==> src/rtl/proc_num_seg_display.sv <==
// Sequential binary-to-seven-segment driver: converts a held process number to BCD
// one bit per clock (double-dabble) and shows it on active-low digits with blanking.
module proc_num_seg_display #(
    parameter int DATA_WIDTH = 32,
    parameter int NUM_DIGITS = 4
) (
    input  logic                    single_clk,
    input  logic                    reset_n,
    input  logic [DATA_WIDTH-1:0]   proc_num,
    output logic [7*NUM_DIGITS-1:0] seg_out,
    output logic                    busy,
    output logic                    done,
    output logic                    overflow
);

    localparam int CNT_W = $clog2(DATA_WIDTH + 1);
    localparam int BCD_W = 4 * NUM_DIGITS;
    localparam logic [CNT_W-1:0] LAST_CNT = CNT_W'(DATA_WIDTH - 1);

    function automatic logic [63:0] max_shown_calc(input int n);
        logic [63:0] p;
        p = 64'd1;
        for (int k = 0; k < n; k++) p = p * 64'd10;
        return p - 64'd1;
    endfunction

    localparam logic [63:0] MAX_SHOWN = max_shown_calc(NUM_DIGITS);

    function automatic logic [7*NUM_DIGITS-1:0] seg_reset_calc();
        logic [7*NUM_DIGITS-1:0] s;
        s = '1;
        s[6:0] = 7'b1000000;
        return s;
    endfunction

    localparam logic [7*NUM_DIGITS-1:0] SEG_RESET = seg_reset_calc();

    function automatic logic [6:0] seg_of(input logic [3:0] nib);
        case (nib)
            4'd0:    seg_of = 7'b1000000;
            4'd1:    seg_of = 7'b1111001;
            4'd2:    seg_of = 7'b0100100;
            4'd3:    seg_of = 7'b0110000;
            4'd4:    seg_of = 7'b0011001;
            4'd5:    seg_of = 7'b0010010;
            4'd6:    seg_of = 7'b0000010;
            4'd7:    seg_of = 7'b1111000;
            4'd8:    seg_of = 7'b0000000;
            4'd9:    seg_of = 7'b0010000;
            default: seg_of = 7'b0111111;
        endcase
    endfunction

    typedef enum logic [1:0] {IDLE, SHIFT, UPDATE} state_t;

    state_t                  state, state_next;
    logic [DATA_WIDTH-1:0]   shown_val, bin_sr, cap_val, bin_next;
    logic [BCD_W-1:0]        bcd_sr, bcd_adj, bcd_next;
    logic [CNT_W-1:0]        bit_cnt;
    logic [7*NUM_DIGITS-1:0] seg_next;
    logic                    ovf_next;
    logic                    seen_nonzero;

    always_ff @(posedge single_clk or negedge reset_n) begin
        if (!reset_n) state <= IDLE;
        else          state <= state_next;
    end

    always_comb begin
        state_next = state;
        case (state)
            IDLE:    if (proc_num != shown_val) state_next = SHIFT;
            SHIFT:   if (bit_cnt == LAST_CNT) state_next = UPDATE;
            UPDATE:  state_next = IDLE;
            default: state_next = IDLE;
        endcase
    end

    always_comb begin
        busy = (state != IDLE);
    end

    // Add-3 correction precedes the shift so each nibble stays a valid decimal digit.
    always_comb begin
        bcd_adj = bcd_sr;
        for (int i = 0; i < NUM_DIGITS; i++) begin
            if (bcd_sr[4*i +: 4] >= 4'd5) bcd_adj[4*i +: 4] = bcd_sr[4*i +: 4] + 4'd3;
        end
        bcd_next = {bcd_adj[BCD_W-2:0], bin_sr[DATA_WIDTH-1]};
        bin_next = {bin_sr[DATA_WIDTH-2:0], 1'b0};
    end

    // Overflow uses the full captured operand because the BCD accumulator truncates.
    always_comb begin
        ovf_next     = (64'(cap_val) > MAX_SHOWN);
        seg_next     = '1;
        seen_nonzero = 1'b0;
        for (int i = NUM_DIGITS - 1; i >= 0; i--) begin
            if (bcd_sr[4*i +: 4] != 4'd0) seen_nonzero = 1'b1;
            if (ovf_next)
                seg_next[7*i +: 7] = 7'b0111111;
            else if (seen_nonzero || i == 0)
                seg_next[7*i +: 7] = seg_of(bcd_sr[4*i +: 4]);
        end
    end

    always_ff @(posedge single_clk or negedge reset_n) begin
        if (!reset_n) begin
            shown_val <= '0;
            cap_val   <= '0;
            bin_sr    <= '0;
            bcd_sr    <= '0;
            bit_cnt   <= '0;
            seg_out   <= SEG_RESET;
            overflow  <= 1'b0;
            done      <= 1'b0;
        end else begin
            done <= 1'b0;
            case (state)
                IDLE: begin
                    if (proc_num != shown_val) begin
                        bin_sr  <= proc_num;
                        cap_val <= proc_num;
                        bcd_sr  <= '0;
                        bit_cnt <= '0;
                    end
                end
                SHIFT: begin
                    bcd_sr  <= bcd_next;
                    bin_sr  <= bin_next;
                    bit_cnt <= bit_cnt + 1'b1;
                end
                UPDATE: begin
                    seg_out   <= seg_next;
                    shown_val <= cap_val;
                    overflow  <= ovf_next;
                    done      <= 1'b1;
                end
                default: ;
            endcase
        end
    end

endmodule

==> config.mk <==
export PLATFORM = sky130hd
export DESIGN_NAME = proc_num_seg_display
export DESIGN_NICKNAME = d
export VERILOG_FILES = /design/src/rtl/proc_num_seg_display.sv
export SDC_FILE = /design/constraint.sdc
export NUM_CORES = 1
export LEC_CHECK = 0
export CORE_MARGIN = 1
export CORE_UTILIZATION = 45
export CTS_CLUSTER_SIZE = 8
export DETAILED_ROUTE_END_ITERATION = 7
export PLACE_DENSITY = 0.69
export SYNTH_ARGS = -nofsm -noshare
export SYNTH_HDL_FRONTEND = slang
export SYNTH_SLANG_ARGS = --single-unit
==> constraint.sdc <==
create_clock -name single_clk -period 4.4 [get_ports single_clk]
set_input_delay 0.66 -clock single_clk [delete_from_list [all_inputs] [get_ports single_clk]]
set_output_delay 0.66 -clock single_clk [all_outputs]
set_load 0.02 [all_outputs]
==> Word level (Yosys, flattened, before mapping) <==
Memories as Yosys holds them, arrays and structs flattened.
Cells that the tools add are included.
{ "classes": {"add_sub_neg": 5, "n_lt_le_gt_ge": 5, "eq_ne": 6, "muxes": 24, "n_reduce_logical": 9} }
{ "op_table": {"columns": ["operator", "count"], "rows": [
  ["one-hot mux 32 bit (2 select lines)", 1],
  ["two-way mux 7 bit", 7],
  ["greater-than comparator 32 x 14 -> 1 bit, second input constant", 1],
  ["two-way mux 32 bit", 1],
  ["!= test 32 bit", 1],
  ["one-hot mux 16 bit (2 select lines)", 1],
  [">= comparator 4 x 3 -> 1 bit, second input constant", 4],
  ["two-way mux 16 bit", 1],
  ["adder 4 x 2 -> 4 bit, second input constant", 3],
  ["two-way mux 4 bit", 3],
  ["one-hot mux 6 bit (2 select lines)", 1],
  ["nonzero test 4 bit", 3],
  ["adder 6 x 1 -> 6 bit, second input constant", 1],
  ["equality test 6 x 5 -> 1 bit, second input constant", 1],
  ["two-way mux 6 bit", 1],
  ["AND reduction 2 bit", 3],
  ["two-way mux 1 bit", 4],
  ["two-way mux 2 bit", 2],
  ["!= test 2 bit, second input constant", 2],
  ["one-hot mux 2 bit (2 select lines)", 1],
  ["nonzero test 2 bit", 2],
  ["adder 3 x 2 -> 3 bit, second input constant", 1],
  ["two-way mux 3 bit", 1],
  ["equality test 2 x 1 -> 1 bit, second input constant", 1],
  ["other kinds (2)", 2]
]} }
{ "totals": {"ff_bits": 150, "rom_bits": 448, "output_inout_bits": 31, "word_cells": 62, "memories": 4} }
{ "memory_table": {"columns": ["name", "depth", "word_bits", "read_ports", "rd_ports_with_merged_regs", "wr", "line", "source"], "rows": [
  ["(no name shown)", 16, 7, 1, 0, 0, "39", "case (nib)"],
  ["(no name shown)", 16, 7, 1, 0, 0, "39", null],
  ["(no name shown)", 16, 7, 1, 0, 0, "39", null],
  ["(no name shown)", 16, 7, 1, 0, 0, "39", null]
]} }

==> Longest topological paths before layout <==
{ "depth": {"depth_word": 6, "depth_mapped": 7} }

==> Worst setup path after synthesis <==
No wires, ideal clock.
{ "synth_timing": {"path_type": "input to register", "startpoint": "in proc_num[28]", "endpoint": "reg bin_sr[10]", "t_arrival_ns": 2.135, "required_ns": 4.274, "setup_slack_ns": 2.139, "path_stages": 7, "path_buffers": 2, "path_cell_list": "xor2_1 > nor4_1 > nand4_1 > o21a_1 > buf_2 > buf_2 > a221o_1"} }
{ "synth_via": {"elab_chain_cells": 3} }
{ "synth_lines": {"columns": ["element", "line", "source"], "rows": [
  ["from (decl)", "9", "input logic [DATA_WIDTH-1:0] proc_num,"],
  ["!= test 32 bit", "121", "if (proc_num != shown_val) begin"],
  ["!= test 2 bit (no line)", null, null],
  ["AND reduction 2 bit (no line)", null, null],
  ["to (signal assigned)", "122", "bin_sr <= proc_num;"],
  ["to (signal assigned)", "130", "bin_sr <= bin_next;"],
  ["to (decl)", "57", "logic [DATA_WIDTH-1:0] shown_val, bin_sr, cap_val, bin_next;"]
]} }
Every way passes these cells.
A chain may end at the register's enable or synchronous reset.

==> Worst setup path in the final report <==
{ "layout_timing": {"startpoint": "in proc_num[24]", "endpoint": "reg cap_val[23]"} }
{ "layout_via": {"elab_chain_cells": 2} }
{ "layout_lines": {"columns": ["element", "line", "source"], "rows": [
  ["!= test 32 bit", "121", null],
  ["AND reduction 2 bit (no line)", null, null],
  ["to (signal assigned)", "123", "cap_val <= proc_num;"],
  ["to (decl)", "57", null]
]} }
Every way passes these cells.

==> reports/summary.txt <==
Die Height: 128 um
Core ar.: 15400 um^2
Die area: 16500 um^2
Worst Setup Start Kind: input pin
Synth Register Bits: 150
Iteration-0 DRC Markers: 347
Htree depth: 4
Worst Path Max Fanout: 41
Worst Setup End Kind: flop
Clk_lat worst skew: 430 ps
Syn nets: 771
Fin. Hold Viols: 0
Fin crit period: 3160 ps
Slew Limit Fails: 0
Routed WL per cell: 16.2 um
IO Port Bufs: 64
CTS Sinks: 150
Hold Buf Count CTS: 0
DRT Pass-1 Iters: 6
GRT overflow: 0
Hold Crit Class: input pin to asynchronous set/reset pin
Final Power: 2.94 mW
Worst slew pin tran: 1060 ps
Drt total wl: 16100 um
TNS Setup: 0 ps
Final setup vio count: 0
Fill cell count: 1295
# IOs: 65
Grt met1 use: 0.271
Relative slew slack: 0.291
ANT nets after route: 0
Post-CTS Setup Inserts: 0
Initial Utilization: 0.468
Power per cell area: 341 nW/um^2
Busiest grt layer: met2
Global-route wire length before repair: 26500 um
Cell area after placement: 8020 um^2
Fraction of registers with async set/reset: 1.00
Standard-cell rows: 45
HPWL after DPL: 10900 um
Post-synth top flop: dfrtp_1
Fin Clk Skew: 7.70 ps
Number of global-route vias before repair: 5221
Max Freq: 317 MHz
Antenna diode count: 0
Grt met2 use: 0.340
Clk pin slew, worst setup/hold paths: 60 ps
Core Util, Final: 0.561
Critical path required time: 4710 ps
Root Driver: clkbuf_16
Final Net Count: 825
Syn Inst Count: 713
Synth warnings: 0
Fin crit share: 0.717
Static Leak: 4.09 nW
Mapped cell area: 7190 um^2
EDFF count, synth: 0
Mapped Avg Cell Area: 10.1 um^2
DR vias: 5330
Max Cap Viol: 0
Crit Path Category: input pin to flop
Pin count of the biggest net entering global routing: 98
Final instance area: 8620 um^2
Vias per cell: 5.38
Cts bufs inserted: 17
Clock Tree Buf Depth: 2
Register area share after synthesis: 0.526
Initial antenna violation count: 0
Status: complete, no violations
Worst-case reg-to-reg path depth: 6
RSZ-0062 raised after global routing: no
Final GP Congestion: 0.843
Met3 usage: 0.0449
Total GRT Usage: 0.210
Post-CTS resize count: 0
Most common cell after layout, fill and taps aside: nand2_1
Layout cell share with drive strength beyond 1: 0.131
Distinct cell type count after synthesis: 39
TritonCTS clock tree: built
Final routed DRC violation total: 0
Max VDD drop: 0.260 mV
Die W: 128 um
Synthesis-to-layout area growth: 19.9%
WHS: 313 ps
Most frequent cells in the layout: nand2_1 (135), dfrtp_1 (128), clkdlybuf4s50_1 (63)
Critical Path AT: 3460 ps
-- logic make-up (layout without fill, tap and decap cells) --
group	count (synthesis)	count (layout)	share of synthesized area
buffers and inverters	61	128	0.0331
multiplexers	34	34	0.0533
AND/OR/NAND/NOR	262	262	0.163
adder cells (fa/ha/maj)	24	24	0.0418
XOR/XNOR	38	38	0.0463
flip-flops	150	150	0.526
AO/OA/AOI/OAI	144	144	0.136
-- metrics by stage --
step                      setup slack [ps]  cells
after floorplan                       2140    713
after global placement                 900    959
after detailed placement               841    959
after CTS                             1260    991
after global routing                  1130    991
final                                 1240    991
-- power breakdown --
group / leakage, nW / internal (mW) / switching [mW] / total (mW)
Combinational: 1.83 / 0.0347 / 0.0544 / 0.0891
Sequential: 1.98 / 1.38 / 0 / 1.38
Clock: 0.288 / 0.922 / 0.549 / 1.47
-- cell usage after synthesis, types with 13 or more instances --
cell | instances | area share
nand2_1 | 135 | 0.070
dfrtp_1 | 128 | 0.45
nor2_1 | 49 | 0.026
a21oi_1 | 44 | 0.031
and2_1 | 34 | 0.030
mux2_2 | 34 | 0.053
o21ai_0 | 32 | 0.022
xor2_1 | 32 | 0.039
a221o_1 | 31 | 0.043
clkbuf_1 | 31 | 0.016
ha_1 | 24 | 0.042
inv_1 | 23 | 0.012
dfstp_2 | 22 | 0.080
nor4_1 | 13 | 0.011
-- layer usage --
metal  vias up  wire length, um
met4         0              466
met5         -                0
li1       2575                -
met2       106             7770
met3        31              542
met1      2618             7290
-- worst max-delay path, cell delays in order --
cell and delay (ps):
clkdlybuf4s50_1 520, xor2_1 330, nor4_1 140, nand4_1 210, o21a_2 800, buf_4 410, mux2_2 370
-- worst paths after layout --
path,slack (ps),from,to
max in group asynchronous,3130,reset_n,seg_out[25]
min reg2reg,460,seg_out[20],seg_out[20]
max reg2reg,1650,shown_val[24],cap_val[23]
min,310,reset_n,seg_out[2]
max,1240,proc_num[24],cap_val[23]
min in group single_clk,460,seg_out[20],seg_out[20]
-- cell type report --
class	count	area [um^2]	area share
clock inverter	8	125	0.0145
multi-input combinational	502	3180	0.369
inverter	23	86.3	0.0100
tap	211	264	0.0306
sequential	150	3780	0.439
clock buffer	24	472	0.0547
timing repair buffer	73	709	0.0823
-- sequential cells by signal, summed over array words and instances (netlist names) --
register / flops
bit_cnt: 6
cap_val: 32
overflow: 1
state: 2
shown_val: 32
bin_sr: 32
done: 1
seg_out: 28
bcd_sr: 16
No activity file was read; power rests on OpenSTA's default activity.
